### config.mk
export PLATFORM = sky130hd
export DESIGN_NAME = eth_tx_arbiter
export DESIGN_NICKNAME = d
export VERILOG_FILES = /design/src/rtl/eth_tx_arbiter.sv
export SDC_FILE = /design/constraint.sdc
export NUM_CORES = 1
export LEC_CHECK = 0
export CORE_MARGIN = 3
export CORE_UTILIZATION = 32
export CTS_CLUSTER_DIAMETER = 120
export DETAILED_ROUTE_END_ITERATION = 16
export PLACE_DENSITY = 0.79
export SLEW_MARGIN = 25
export SYNTH_ARGS = -nofsm -noshare
export SYNTH_HDL_FRONTEND = slang
export SYNTH_SLANG_ARGS = --single-unit
### constraint.sdc
create_clock -name clk -period 2.9 [get_ports clk]
set_input_delay 0.58 -clock clk [delete_from_list [all_inputs] [get_ports clk]]
set_output_delay 0.58 -clock clk [all_outputs]
set_load 0.01 [all_outputs]
### src/rtl/eth_tx_arbiter.sv
// eth_tx_arbiter: round-robin packet arbiter onto one egress stream, with oversize truncation
module eth_tx_arbiter #(
    parameter int NPORT     = 4,
    parameter int DW        = 32,
    parameter int MAX_WORDS = 384,
    localparam int PW       = $clog2(NPORT),
    localparam int CW       = $clog2(MAX_WORDS + 1)
) (
    input  logic                clk,
    input  logic                rst,
    input  logic [NPORT-1:0]    in_valid,
    input  logic [NPORT*DW-1:0] in_data,
    input  logic [NPORT-1:0]    in_sop,
    input  logic [NPORT-1:0]    in_eop,
    output logic [NPORT-1:0]    in_ready,
    output logic                out_valid,
    output logic [DW-1:0]       out_data,
    output logic                out_sop,
    output logic                out_eop,
    input  logic                out_ready,
    output logic [PW-1:0]       out_port,
    output logic                busy,
    output logic                err_len
);
    typedef enum logic [1:0] {S_IDLE, S_BUSY, S_DROP} state_t;
    state_t r_state, w_next;
    logic [PW-1:0] r_grant, r_rr_last, w_pick;
    logic [CW-1:0] r_count;
    logic r_err, w_any, w_xfer, w_valid_g, w_eop_g, w_last;
    logic [NPORT-1:0] w_req;
    assign w_req     = in_valid & in_sop;
    assign w_valid_g = in_valid[r_grant];
    assign w_eop_g   = in_eop[r_grant];
    assign w_last    = r_count == CW'(MAX_WORDS - 1);
    assign busy      = r_state != S_IDLE;
    assign err_len   = r_err;
    assign out_port  = r_grant;
    // first requester after the last served port; scanning downward lets the nearest one win
    always_comb begin
        w_pick = '0;
        w_any  = 1'b0;
        for (int k = NPORT; k >= 1; k--) begin
            if (w_req[PW'((int'(r_rr_last) + k) % NPORT)]) begin
                w_pick = PW'((int'(r_rr_last) + k) % NPORT);
                w_any  = 1'b1;
            end
        end
    end
    // next state and the granted port's pass-through / drain handshake
    always_comb begin
        w_next    = r_state;
        in_ready  = '0;
        out_valid = 1'b0;
        out_data  = '0;
        out_sop   = 1'b0;
        out_eop   = 1'b0;
        w_xfer    = 1'b0;
        unique case (r_state)
            S_IDLE: w_next = w_any ? S_BUSY : S_IDLE;
            S_BUSY: begin
                out_valid         = w_valid_g;
                out_data          = in_data[r_grant*DW +: DW];
                out_sop           = in_sop[r_grant];
                out_eop           = w_eop_g | (w_valid_g & w_last);
                in_ready[r_grant] = out_ready;
                w_xfer            = w_valid_g & out_ready;
                w_next            = !w_xfer ? S_BUSY : w_eop_g ? S_IDLE : w_last ? S_DROP : S_BUSY;
            end
            S_DROP: begin
                in_ready[r_grant] = 1'b1;
                w_next            = (w_valid_g & w_eop_g) ? S_IDLE : S_DROP;
            end
            default: w_next = S_IDLE;
        endcase
    end
    // state register
    always_ff @(posedge clk or negedge rst) begin
        if (!rst) r_state <= S_IDLE;
        else      r_state <= w_next;
    end
    // grant, round-robin pointer, word count and truncation flag
    always_ff @(posedge clk or negedge rst) begin
        if (!rst) begin
            r_grant   <= '0;
            r_rr_last <= PW'(NPORT - 1);
            r_count   <= '0;
            r_err     <= 1'b0;
        end else begin
            r_err <= w_xfer & ~w_eop_g & w_last;
            if (r_state == S_IDLE && w_any) begin
                r_grant <= w_pick;
                r_count <= '0;
            end
            if (w_xfer) r_count <= r_count + 1'b1;
            if (w_xfer & (w_eop_g | w_last)) r_rr_last <= r_grant;
        end
    end
endmodule

=== Yosys cells after proc, flatten, opt, wreduce, memory -nomap -nowiden ===
Index checks and enable logic that the tools add are counted.

* Register bits: 16
* Input bits: 143
* Output and inout port bits: 43
* Logic and storage cells: 78

* Add/sub/neg operators: 5
* $lt $le $gt $ge: 6
* Eq/ne operators: 3
* Shift operators: 1
* Muxes and demuxes: 42
* Bitwise gates (word level): 11
* Reduce and logical (&&, ||, !) cells: 5

{| class="wikitable"
|+ Operators by type and width
! kind !! count
|-
| variable part select 128 x 8 -> 32 bit || 1
|-
| 2-to-1 mux 32 bit || 1
|-
| 2-to-1 mux 1 bit || 21
|-
| 2-to-1 mux 9 bit || 2
|-
| less-than comparator 2 x 4 -> 1 bit, second input constant || 4
|-
| 2-to-1 mux 2 bit || 8
|-
| binary-select mux 1 bit (select 2 bit) || 7
|-
| adder 9 x 1 -> 9 bit, second input constant || 1
|-
| == test 9 bit, second input constant || 1
|-
| AND 4 bit || 2
|-
| one-hot mux 4 bit (2 select lines) || 1
|-
| AND 1 bit || 6
|-
| one-hot mux 2 bit (3 select lines) || 1
|-
| adder 2 x 1 -> 2 bit, second input constant || 2
|-
| adder 2 bit, second input constant || 2
|-
| nonzero test 2 bit || 2
|-
| less-than comparator 2 x 3 -> 1 bit, second input constant || 1
|-
| demux 1 bit (select 2 bit) || 1
|-
| == test 2 x 1 -> 1 bit, second input constant || 1
|-
| == test 2 bit, second input constant || 1
|-
| >= comparator 2 x 1 -> 1 bit, second input constant || 1
|-
| logical AND 1 bit || 2
|-
| logical NOT 2 bit || 1
|-
| bitwise OR 1 bit || 2
|-
| NOT 1 bit || 1
|}

=== Logic depth before layout (Yosys ltp) ===
* Word-level depth: 11
* Depth in mapped cells: 7
* Gate-level depth less buffers: 6

=== Worst setup path before layout ===
Ideal clock, no wire load.

* Kind: reg-to-output
* Start point: register r_grant[0], in the netlist out_port[0]
* End point: output port out_data[10]
* Arrival time: 1813 ps
* Data required time: 2320 ps
* Slack: 507 ps
* Stages on the path, launching flop included: 6
* Buffers on the path: 3
* Cell sequence: dfrtp_1 > buf_6 > buf_2 > buf_2 > mux4_2 > and2_1

* Word-level cells in the longest chain between the ends: 2

{| class="wikitable"
|+ RTL lines
! what !! RTL line !! text
|-
| start: declaration || 27 || <nowiki>logic [PW-1:0] r_grant, r_rr_last, w_pick;</nowiki>
|-
| start signal: assignment || 91 || <nowiki>r_grant <= w_pick;</nowiki>
|-
| variable part select 128 x 8 -> 32 bit || 62 || <nowiki>out_data = in_data[r_grant*DW +: DW];</nowiki>
|-
| 2-to-1 mux 32 bit || 58 || <nowiki>unique case (r_state)</nowiki>
|-
| end: declaration || 17 || <nowiki>output logic [DW-1:0] out_data,</nowiki>
|}

Every way passes these cells.

=== Final worst setup path ===
* Start point: input port in_valid[3]
* End point: output port out_valid

* Word-level cells in the longest chain between the ends: 3

{| class="wikitable"
|+ RTL lines
! what !! RTL line !! text
|-
| start: declaration || 11 || <nowiki>input logic [NPORT-1:0] in_valid,</nowiki>
|-
| binary-select mux 1 bit (select 2 bit) || 32 || <nowiki>assign w_valid_g = in_valid[r_grant];</nowiki>
|-
| 2-to-1 mux 1 bit (implied by the code) || 32 ||
|-
| 2-to-1 mux 1 bit || 58 ||
|-
| end: declaration || 16 || <nowiki>output logic out_valid,</nowiki>
|}

Every way passes these cells. The select of a mux whose other input is x is not followed.

==> results.json <==
{
  "outcome": "finished, final reports clean",
  "crit_path_category": "in -> out",
  "die_w_um": 86.1,
  "synthesized_area_fraction_occupied_by_adder_cells_pct": 3.05,
  "ioPinCount": 186,
  "final.setup_skew_ns": 0.00726,
  "route.antenna.remaining_nets": 0,
  "max-vdd-ir-drop_uv": 463,
  "crit_path_capture_type": "output port",
  "ys_seq_area_share_pct": 19.6,
  "avgViaCountPerCell": 5.14,
  "ys_seq_elements": 16,
  "power_per_cell_area_mw_per_mm2": 676,
  "comb_power_share_pct": 78.9,
  "postLayoutSetupSlackWorst_ns": 0.0773,
  "synth-compound-area-share_pct": 10.6,
  "gp_routability_congestion": 0.881,
  "total_leakage_power_uw": 0.00160,
  "synth-edff-count": 0,
  "synth_area_per_cell_um2": 11.2,
  "areaGrowthSynthToFinish_pct": 99.6,
  "die_height_um": 86.1,
  "initial_utilization_pct": 33.9,
  "setup_repair_after_global_routing_missed_its_margin": "false",
  "cp-start-kind": "input pin",
  "ys_async_sr_fraction_pct": 100,
  "post-layout-total-power_uw": 2770,
  "combinational_family_with_the_most_area_after_synthesis": "multiplexers",
  "post_synth_mux_area_share_pct": 40.9,
  "timing.fmax_ghz": 0.354,
  "dr.first_iter.drc_count": 75,
  "routed-via-count": 2288,
  "power.net_switching_uw": 1010,
  "critical_path.max_fanout": 3,
  "whs_ns": 0.521,
  "dieArea_mm2": 0.00742,
  "synth_top_flop_cell": "sky130_fd_sc_hd__dfrtp_1",
  "drt-pass1-iter-count": 4,
  "insertion_delay_ns": 0.26,
  "layout.filler_cells": 471,
  "swShare_pct": 36.4,
  "drv.max_cap_violation_count": 0,
  "numPortBuffers": 185,
  "worstHoldPathType": "reg -> reg",
  "synth.distinct_cells": 42,
  "number_of_hold_repair_buffers_added_at_the_cts_stage": 0,
  "post_synth_inst_count": 183,
  "nNetsFinal": 519,
  "final.setup.tns_ns": 0,
  "yosysWarnings": 0,
  "grt_pass1_vias": 2373,
  "preCtsSetupSlack_ns": 0.0757,
  "clock_power_share_pct": 6.5,
  "fin_crit_sh_pct": 97.3,
  "final.min_clock_period_ns": 2.82,
  "relSlewSlack_pct": 50.7,
  "netlist_area_mm2": 0.00205,
  "globalRouteOverflowTotal": 0,
  "finalHoldViolCount": 0,
  "clk_path_buf_depth": 2,
  "n_antenna_cell": 0,
  "final-max-slew-violation-count": 0,
  "drc": 0,
  "worst_tran_pin_value_ns": 0.738,
  "hpwl_um": 7190,
  "htreeDepth": 1,
  "placementRows": 28,
  "number_of_buffers_added_by_the_clock_tree_synthesis_step": 3,
  "required_ns": 2.32,
  "grt_pass1_wl_um": 12500,
  "maximum_number_of_pins_on_one_net_before_global_route_repair": 32,
  "synth_xor_xnor_area_share_pct": 0.426,
  "p_int_uw": 1760,
  "clk_pin_slew_worst_paths_ns": 0.07,
  "core_area_mm2": 0.00606,
  "synth_fp_nets": 331,
  "routed_wire_length_per_instance_um": 19.0,
  "gr_util_all_layers_pct": 21.9,
  "setup_viol_count_final": 0,
  "p_seq_share_pct": 14.6,
  "simple_gate_area_share_of_the_yosys_netlist_pct": 20.6,
  "cp_data_arrival_time_ns": 2.24,
  "number_of_antenna_violations_at_the_first_check_in_global_routing": 0,
  "cts_num_sinks": 16,
  "layout-drive-gt1-share_pct": 17.3,
  "tritoncts": "done",
  "cts_root_buf": "sky130_fd_sc_hd__clkbuf_8",
  "routed_wl_um": 8470
}
-- critical path, cell delays in order --
cell,delay [ns]
sky130_fd_sc_hd__clkdlybuf4s50_1,0.45
sky130_fd_sc_hd__mux4_2,0.54
sky130_fd_sc_hd__and2_1,0.18
sky130_fd_sc_hd__clkdlybuf4s50_1,0.49
-- cells by family (layout without fill, tap and decap cells) --
kind of cell / after synthesis / in the layout
adder cells (fa/ha/maj): 5 / 5
XOR/XNOR: 1 / 1
multiplexers: 39 / 39
AO/OA/AOI/OAI: 29 / 29
buffers and inverters: 21 / 208
AND/OR/NAND/NOR: 72 / 72
flip-flops: 16 / 16
-- per-stage QoR --
step | util, % | area (um^2) | cells
finish | 67.7 | 4100 | 445
global route | 67.7 | 4100 | 445
CTS | 67.1 | 4070 | 441
detailed placement | 66.4 | 4020 | 437
global placement | 66.4 | 4020 | 437
floorplan | - | 2050 | 183
-- cell usage in the layout (no fill, tap or decap), types with 2 or more instances in the layout --
cell,n
sky130_fd_sc_hd__a21o_1,4
sky130_fd_sc_hd__buf_12,2
sky130_fd_sc_hd__clkdlybuf4s50_1,185
sky130_fd_sc_hd__nor2_1,3
sky130_fd_sc_hd__and2_1,37
sky130_fd_sc_hd__mux2_4,2
sky130_fd_sc_hd__dfrtp_1,12
sky130_fd_sc_hd__a22o_1,4
sky130_fd_sc_hd__buf_4,12
sky130_fd_sc_hd__a21boi_0,2
sky130_fd_sc_hd__clkbuf_8,3
sky130_fd_sc_hd__dfstp_2,2
sky130_fd_sc_hd__nor3_1,4
sky130_fd_sc_hd__nand3_1,5
sky130_fd_sc_hd__mux2_2,2
sky130_fd_sc_hd__nand2_1,8
sky130_fd_sc_hd__a211o_1,2
sky130_fd_sc_hd__and3_1,3
sky130_fd_sc_hd__a21oi_1,4
sky130_fd_sc_hd__dfrtp_2,2
sky130_fd_sc_hd__inv_1,5
sky130_fd_sc_hd__o21ai_0,3
sky130_fd_sc_hd__nand4_1,2
sky130_fd_sc_hd__ha_1,5
sky130_fd_sc_hd__mux4_2,35
sky130_fd_sc_hd__nor3b_1,3
-- sequential cells by signal, indices dropped and copies added (netlist names) --
register   flops
r_state        2
out_port       2
err_len        1
r_rr_last      2
r_count        9
-- worst paths after layout --
| kind | from | to | slack (ns) | cells after the start |
|---|---|---|---|---|
| worst min register to register | r_count[8] | r_count[8] | 0.52 | 1 |
| min in group asynchronous | rst | r_count[2] | 0.76 | 1 |
| worst min-delay path | r_count[8] | r_count[8] | 0.52 | 1 |
| max in group asynchronous | rst | out_port[1] | 1.62 | 1 |
| worst max-delay path | in_valid[3] | out_valid | 0.08 | 4 |
| worst max register to register | out_port[1] | r_count[6] | 0.61 | 5 |
-- final cells by class --
type / count / area (um^2) / share of cell area, %
clock buffer: 4 / 45.0 / 1.10
multi-input combinational: 146 / 1560 / 37.9
tap: 75 / 93.8 / 2.29
inverter: 5 / 18.8 / 0.458
timing repair buffer: 199 / 1980 / 48.3
sequential: 16 / 405 / 9.89
-- power by group through the flow --
stage / Combinational (uW) / Sequential, uW / Clock, uW
2_1_floorplan: 1190 / 338 / 0
4_1_cts: 2160 / 413 / 183
5_1_grt: 2350 / 417 / 196
3_3_place_gp: 2140 / 416 / 0
6_report: 2190 / 405 / 181
3_5_place_dp: 2160 / 418 / 0
-- cells in the mapped netlist (3+ instances only) --
| master | number | area, um^2 |
|---|---|---|
| sky130_fd_sc_hd__and2_1 | 37 | 231 |
| sky130_fd_sc_hd__mux4_2 | 35 | 788 |
| sky130_fd_sc_hd__dfrtp_1 | 14 | 350 |
| sky130_fd_sc_hd__clkbuf_1 | 8 | 30.0 |
| sky130_fd_sc_hd__nand2_1 | 8 | 30.0 |
| sky130_fd_sc_hd__ha_1 | 5 | 62.6 |
| sky130_fd_sc_hd__inv_1 | 5 | 18.8 |
| sky130_fd_sc_hd__nand3_1 | 5 | 25.0 |
| sky130_fd_sc_hd__a21o_1 | 4 | 30.0 |
| sky130_fd_sc_hd__a21oi_1 | 4 | 20.0 |
| sky130_fd_sc_hd__a22o_1 | 4 | 35.0 |
| sky130_fd_sc_hd__buf_2 | 4 | 20.0 |
| sky130_fd_sc_hd__nor3_1 | 4 | 20.0 |
| sky130_fd_sc_hd__and3_1 | 3 | 18.8 |
| sky130_fd_sc_hd__nor2_1 | 3 | 11.3 |
| sky130_fd_sc_hd__nor3b_1 | 3 | 22.5 |
| sky130_fd_sc_hd__o21ai_0 | 3 | 15.0 |
-- metal layers --
| layer | GRT usage, % | vias to the layer above | share of wire, % |
|---|---|---|---|
| met2 | 38.3 | 105 | 51 |
| li1 | - | 1093 | - |
| met4 | 4.17 | 0 | 1.3 |
| met3 | 6.05 | 10 | 8.8 |
| met5 | 0 | - | 0 |
| met1 | 27.1 | 1080 | 39 |
-- repair_timing --
| item | 4_1_cts | 5_1_grt |
|---|---|---|
| endpoints found under the setup margin | 0 | 5 |
| gates resized for setup | 0 | 1 |
| setup buffers | 0 | 4 |
Power figures use the tool's default switching activity.
